[src/rtl/mp_add_pkg.sv]
// Shared types and defaults for the multi-precision add/sub sequencer.
// Holds the FSM state encoding and the default chunk width/count.
package mp_add_pkg;

  localparam int DEF_N = 8;
  localparam int DEF_K = 4;

  typedef enum logic [1:0] {
    ST_IDLE = 2'd0,
    ST_RUN  = 2'd1,
    ST_DONE = 2'd2
  } state_t;

endpackage

[src/rtl/n_bit_adder.sv]
// Plain N-bit ripple adder with carry in and carry out.
// Ports: i_a, i_b (N), i_ci (1) -> o_s (N), o_co (1).
module n_bit_adder #(
  parameter int N = 8
) (
  input  logic [N-1:0] i_a,
  input  logic [N-1:0] i_b,
  input  logic         i_ci,
  output logic [N-1:0] o_s,
  output logic         o_co
);

  logic [N:0] w_sum;

  assign w_sum = {1'b0, i_a} + {1'b0, i_b} + {{N{1'b0}}, i_ci};
  assign o_s   = w_sum[N-1:0];
  assign o_co  = w_sum[N];

endmodule

[src/rtl/mp_add_sequencer.sv]
// W = N*K bit add/sub done one N-bit chunk per cycle through one adder.
// Ports: clk, rst (sync, high), start, sub, a, b -> busy, done, s, co, ovf.
module mp_add_sequencer
  import mp_add_pkg::*;
#(
  parameter int N = DEF_N,
  parameter int K = DEF_K
) (
  input  logic           clk,
  input  logic           rst,
  input  logic           start,
  input  logic           sub,
  input  logic [N*K-1:0] a,
  input  logic [N*K-1:0] b,
  output logic           busy,
  output logic           done,
  output logic [N*K-1:0] s,
  output logic           co,
  output logic           ovf
);

  localparam int W  = N * K;
  localparam int IW = $clog2(K);

  state_t         r_state;
  state_t         w_next;
  logic [IW-1:0]  r_idx;
  logic [W-1:0]   r_a;
  logic [W-1:0]   r_b;
  logic           r_carry;
  logic [W-1:0]   r_s;
  logic           r_co;
  logic           r_ovf;

  logic [N-1:0]   w_opa;
  logic [N-1:0]   w_opb;
  logic [N-1:0]   w_sum;
  logic           w_cout;
  logic           w_last;
  logic           w_accept;
  logic           w_cmsb;

  assign w_opa    = r_a[N*r_idx +: N];
  assign w_opb    = r_b[N*r_idx +: N];
  assign w_last   = (r_idx == IW'(K - 1));
  assign w_accept = start &&
                    (r_state == ST_IDLE || r_state == ST_DONE);
  // Carry into the MSB recovered from the MSB sum bit.
  assign w_cmsb   = w_sum[N-1] ^ w_opa[N-1] ^ w_opb[N-1];

  n_bit_adder #(
    .N (N)
  ) u_add (
    .i_a  (w_opa),
    .i_b  (w_opb),
    .i_ci (r_carry),
    .o_s  (w_sum),
    .o_co (w_cout)
  );

  always_ff @(posedge clk) begin
    if (rst) r_state <= ST_IDLE;
    else     r_state <= w_next;
  end

  always_comb begin
    w_next = r_state;
    busy   = 1'b0;
    done   = 1'b0;
    unique case (r_state)
      ST_IDLE: begin
        if (start) w_next = ST_RUN;
      end
      ST_RUN: begin
        busy = 1'b1;
        if (w_last) w_next = ST_DONE;
      end
      ST_DONE: begin
        done = 1'b1;
        if (start) w_next = ST_RUN;
        else       w_next = ST_IDLE;
      end
      default: w_next = ST_IDLE;
    endcase
  end

  always_ff @(posedge clk) begin
    if (rst) begin
      r_idx   <= '0;
      r_a     <= '0;
      r_b     <= '0;
      r_carry <= 1'b0;
      r_s     <= '0;
      r_co    <= 1'b0;
      r_ovf   <= 1'b0;
    end else if (w_accept) begin
      r_idx   <= '0;
      r_a     <= a;
      // Subtract is a + ~b + 1; the +1 enters as the first carry.
      r_b     <= sub ? ~b : b;
      r_carry <= sub;
    end else if (r_state == ST_RUN) begin
      r_s[N*r_idx +: N] <= w_sum;
      r_carry           <= w_cout;
      if (w_last) begin
        r_co  <= w_cout;
        r_ovf <= w_cmsb ^ w_cout;
      end else begin
        r_idx <= r_idx + IW'(1);
      end
    end
  end

  assign s   = r_s;
  assign co  = r_co;
  assign ovf = r_ovf;

endmodule

[config.mk]
export PLATFORM = sky130hd
export DESIGN_NAME = mp_add_sequencer
export DESIGN_NICKNAME = d
export VERILOG_FILES = /design/src/rtl/mp_add_pkg.sv /design/src/rtl/n_bit_adder.sv /design/src/rtl/mp_add_sequencer.sv
export SDC_FILE = /design/constraint.sdc
export NUM_CORES = 1
export LEC_CHECK = 0
export BUFFER_PORTS_ARGS = -buffer_cell sky130_fd_sc_hd__buf_4
export CORE_MARGIN = 1.5
export CORE_UTILIZATION = 58
export CTS_CLUSTER_DIAMETER = 200
export CTS_CLUSTER_SIZE = 12
export DETAILED_ROUTE_END_ITERATION = 10
export PLACE_DENSITY_LB_ADDON = 0.05
export SKIP_CTS_REPAIR_TIMING = 1
export SLEW_MARGIN = 20
export SYNTH_ARGS = -nofsm -noshare
export SYNTH_HDL_FRONTEND = slang
export SYNTH_SLANG_ARGS = --single-unit
export TNS_END_PERCENT = 10
[constraint.sdc]
create_clock -name clk -period 8.4 [get_ports clk]
set_input_delay 0.42 -clock clk [delete_from_list [all_inputs] [get_ports clk]]
set_output_delay 0.42 -clock clk [all_outputs]
set_load 0.03 [all_outputs]
==> results by group <==
Status
  – Status: completed

Global routing
  – Vias in the first global route: around 3.6k
  – Global-route usage over all layers: 26.3%
  – Global route overflow: 0
  – Initial antenna violation count: 0
  – Largest net degree at the start of global routing: about 100
  – First-pass GRT wire length: ~18000 um

Worst hold path
  – Worst hold path class: in -> reg
  – Hold path depth: 3
  – WHS Endpoint: r_a[19]
  – Hold_sp: a[19]

Placement
  – Hpwl dp: between 7000 and 8000 um
  – IO Port Bufs: between 100 and 150
  – GPL Wtd Cong: between 0.8 and 0.9
  – DP Area: 0.00545 mm2
  – DP Worst Slack: just under 5 ns

STA
  – WHS: between 0.2 and 0.3 ns
  – Setup Skew: roughly 0.008 ns
  – Setup violators final: 0
  – Final Slew Violations: 0
  – RSZ-0062 raised after global routing: no
  – Post-layout minimum cycle time: about 3.5 ns
  – Final Hold Fails: 0
  – Worst-Margin Slew: about 1.0 ns
  – Setup Total Neg Slack: 0 ns
  – Tcrit/Tclk final: 41.6%
  – Fmax: 286 MHz
  – Fin worst setup slack: approximately 4.9 ns
  – Slew Limit Headroom: a little under a third

Floorplanning
  – Core area: 0.00777 mm2
  – Starting density of the core: 60.1%
  – Std-Cell Rows: 32
  – # IOs: between 100 and 150
  – Die width: ~93 um
  – Die Y-Extent: 92.7 um
  – Die area: between 0.008 and 0.009 mm2

Power
  – Max VDD drop: between 90 and 100 uV
  – Leakage: 0.00228 uW
  – PwrDens: roughly 180 mW/mm2

Worst setup path
  – Worst setup EP type: flip-flop
  – Critical path required time: 8.66 ns
  – Max stage delay on crit path: 0.92 ns
  – Crit path launch type: flip-flop
  – Worst setup path category: reg -> reg
  – Arr. time, crit path: about 3.8 ns
  – RR Endpoint: ovf
  – CP cell instances: mux4_2, fa_1, fa_1, a21o_1, a21oi_1, o31ai_1, xnor2_1, xnor2_1, a22o_1
  – Worst reg2reg path depth: 9
  – Slowest cell on the critical path: dfxtp_1
  – Reg2reg setup slack: a little under 5 ns
  – R2R Path Start: r_idx[1]
  – Critical path fanouts, max: 21

Clocking
  – Worst-Skew Late Latency: approximately 0.36 ns
  – H-tree Lvls: 3
  – CTS tree: done
  – Clk root buf: clkbuf_8
  – Clk sinks: between 100 and 150
  – Total CTS buffers: 9
  – Clk slew on worst S/H paths: around 0.10 ns
  – CTS Buffer Depth: 2

Cells and area
  – Most frequent cells in the layout: buf_4 (105), dfxtp_1 (103), nand2_1 (74)
  – Commonest non-fill, non-tap cell in the layout: buf_4
  – Fin area: approximately 0.0056 mm2
  – Area grow syn2layout: 20.3%
  – Final Net Count: between 600 and 700
  – Share of layout cells above drive strength 1: a little under a quarter
  – Number of antenna repair diodes: 0
  – Fill cell count: 616

Synth
  – Syn nets: between 500 and 600
  – Synthesis-stage register bit count: between 100 and 150
  – Seq/Total Area, Yosys: between 40% and 50%
  – Post-Syn Area per Cell: around 9.4 um2
  – Distinct cells, synth: 35
  – Warnings from Yosys: 0
  – Post-Syn Area: roughly 0.0047 mm2
  – Cell count after synthesis: 499

Routing
  – Drt initial violations: between 200 and 250
  – First drt pass iteration count: 5
  – Drt wl/cell: 15.5 um
  – DR vias: roughly 3.9k
  – Number of routed nets with antenna violations: 0
  – DR vias/cell: approximately 5.6
  – # DRC: 0
  – Total Wirelength: ~11000 um

Flow run
  – # Max-Cap Violations: 0
[worst max path at each step]
stage	start	slack, ns	to
5_1_grt	r_idx[1]	4.72	s[14]
2_1_floorplan	r_idx[0]	4.88	ovf
4_1_cts	r_idx[1]	4.91	ovf
3_3_place_gp	r_idx[1]	5.02	ovf
3_5_place_dp	r_idx[1]	4.92	ovf
6_report	r_idx[1]	4.91	ovf
[worst max-delay path, delay by kind of cell, from the launching register on]
family	cells	cell delay [ns]
DFF	1	0.92
xor gates and xnor gates	2	0.31
muxes	1	0.43
adders and majority gates	2	0.85
AOI/OAI and AO/OA	4	0.88
[routing by layer]
metal	GRT usage, %	up-vias	part of all wire, %
li1	-	1908	-
met2	38.9	142	44
met5	0	-	0
met3	5.58	29	6.9
met4	10.5	0	3.2
met1	37.5	1779	46
[report_power, final]
part / leakage (uW) / switching [uW] / total (uW) / internal (uW)
clock network: 0.0000875 / 170 / 280 / 110
logic: 0.00134 / 108 / 194 / 86.0
registers: 0.000843 / 19.2 / 535 / 515
total: 0.00228 / 298 / 1010 / 711
[synth_stat cells, drive strengths merged]
cell      n  area share [%]
nor4      3            0.80
o31ai     1            0.16
o21ai     1            0.11
mux2i     2            0.43
clkbuf   28             2.3
and3      2            0.27
nor3      3            0.32
nand2    74             5.9
a22oi    32             5.1
fa        2            0.86
o21bai    1            0.16
o211ai    1            0.16
a21o      4            0.64
a32oi     1            0.19
xnor2    38             7.1
dfxtp   103              44
buf       8            0.99
inv       5            0.40
nand3     2            0.21
a221oi    2            0.75
nor2     73             5.9
or4       1            0.16
ha       13             3.5
a211oi   32             5.1
nor4b     1            0.51
nor2b     5            0.67
xor2      2            0.38
a21oi    39             4.2
nand2b    2            0.27
a22o      1            0.19
mux4     16             8.0
nand4     1            0.13
[metrics by stage]
step | util, % | total power [uW] | instances
2_1_floorplan | - | 673 | 499
3_3_place_gp | 70.1 | 734 | 670
3_5_place_dp | 70.1 | 740 | 670
4_1_cts | 72.3 | 1010 | 686
5_1_grt | 72.3 | 1060 | 686
6_report | 72.3 | 1010 | 686
[state kept, by name, summed over array words and instances (netlist names)]
name / count
s: 32
r_idx: 2
r_state: 2
r_carry: 1
ovf: 1
r_a: 32
r_b: 32
co: 1
[area by class of cell]
cell class	count	area [um2]	area share (%)
clock inverters	6	43.8	0.780
inverters	5	18.8	0.334
well taps	102	128	2.27
clock buffers	10	128	2.27
multi-input cells	355	2450	43.6
repair buffers	105	788	14.0
flip-flops and latches	103	2060	36.7
[kinds of logic after synthesis]
kind of cell,after synthesis,synth area share (%)
fa+ha+maj,15,4.34
xor+xnor,40,7.50
buf+inv,41,3.64
flops,103,44.1
compound gates,115,16.8
simple gates,167,15.2
mux,18,8.38
No activity file was read; power rests on OpenSTA's default activity.
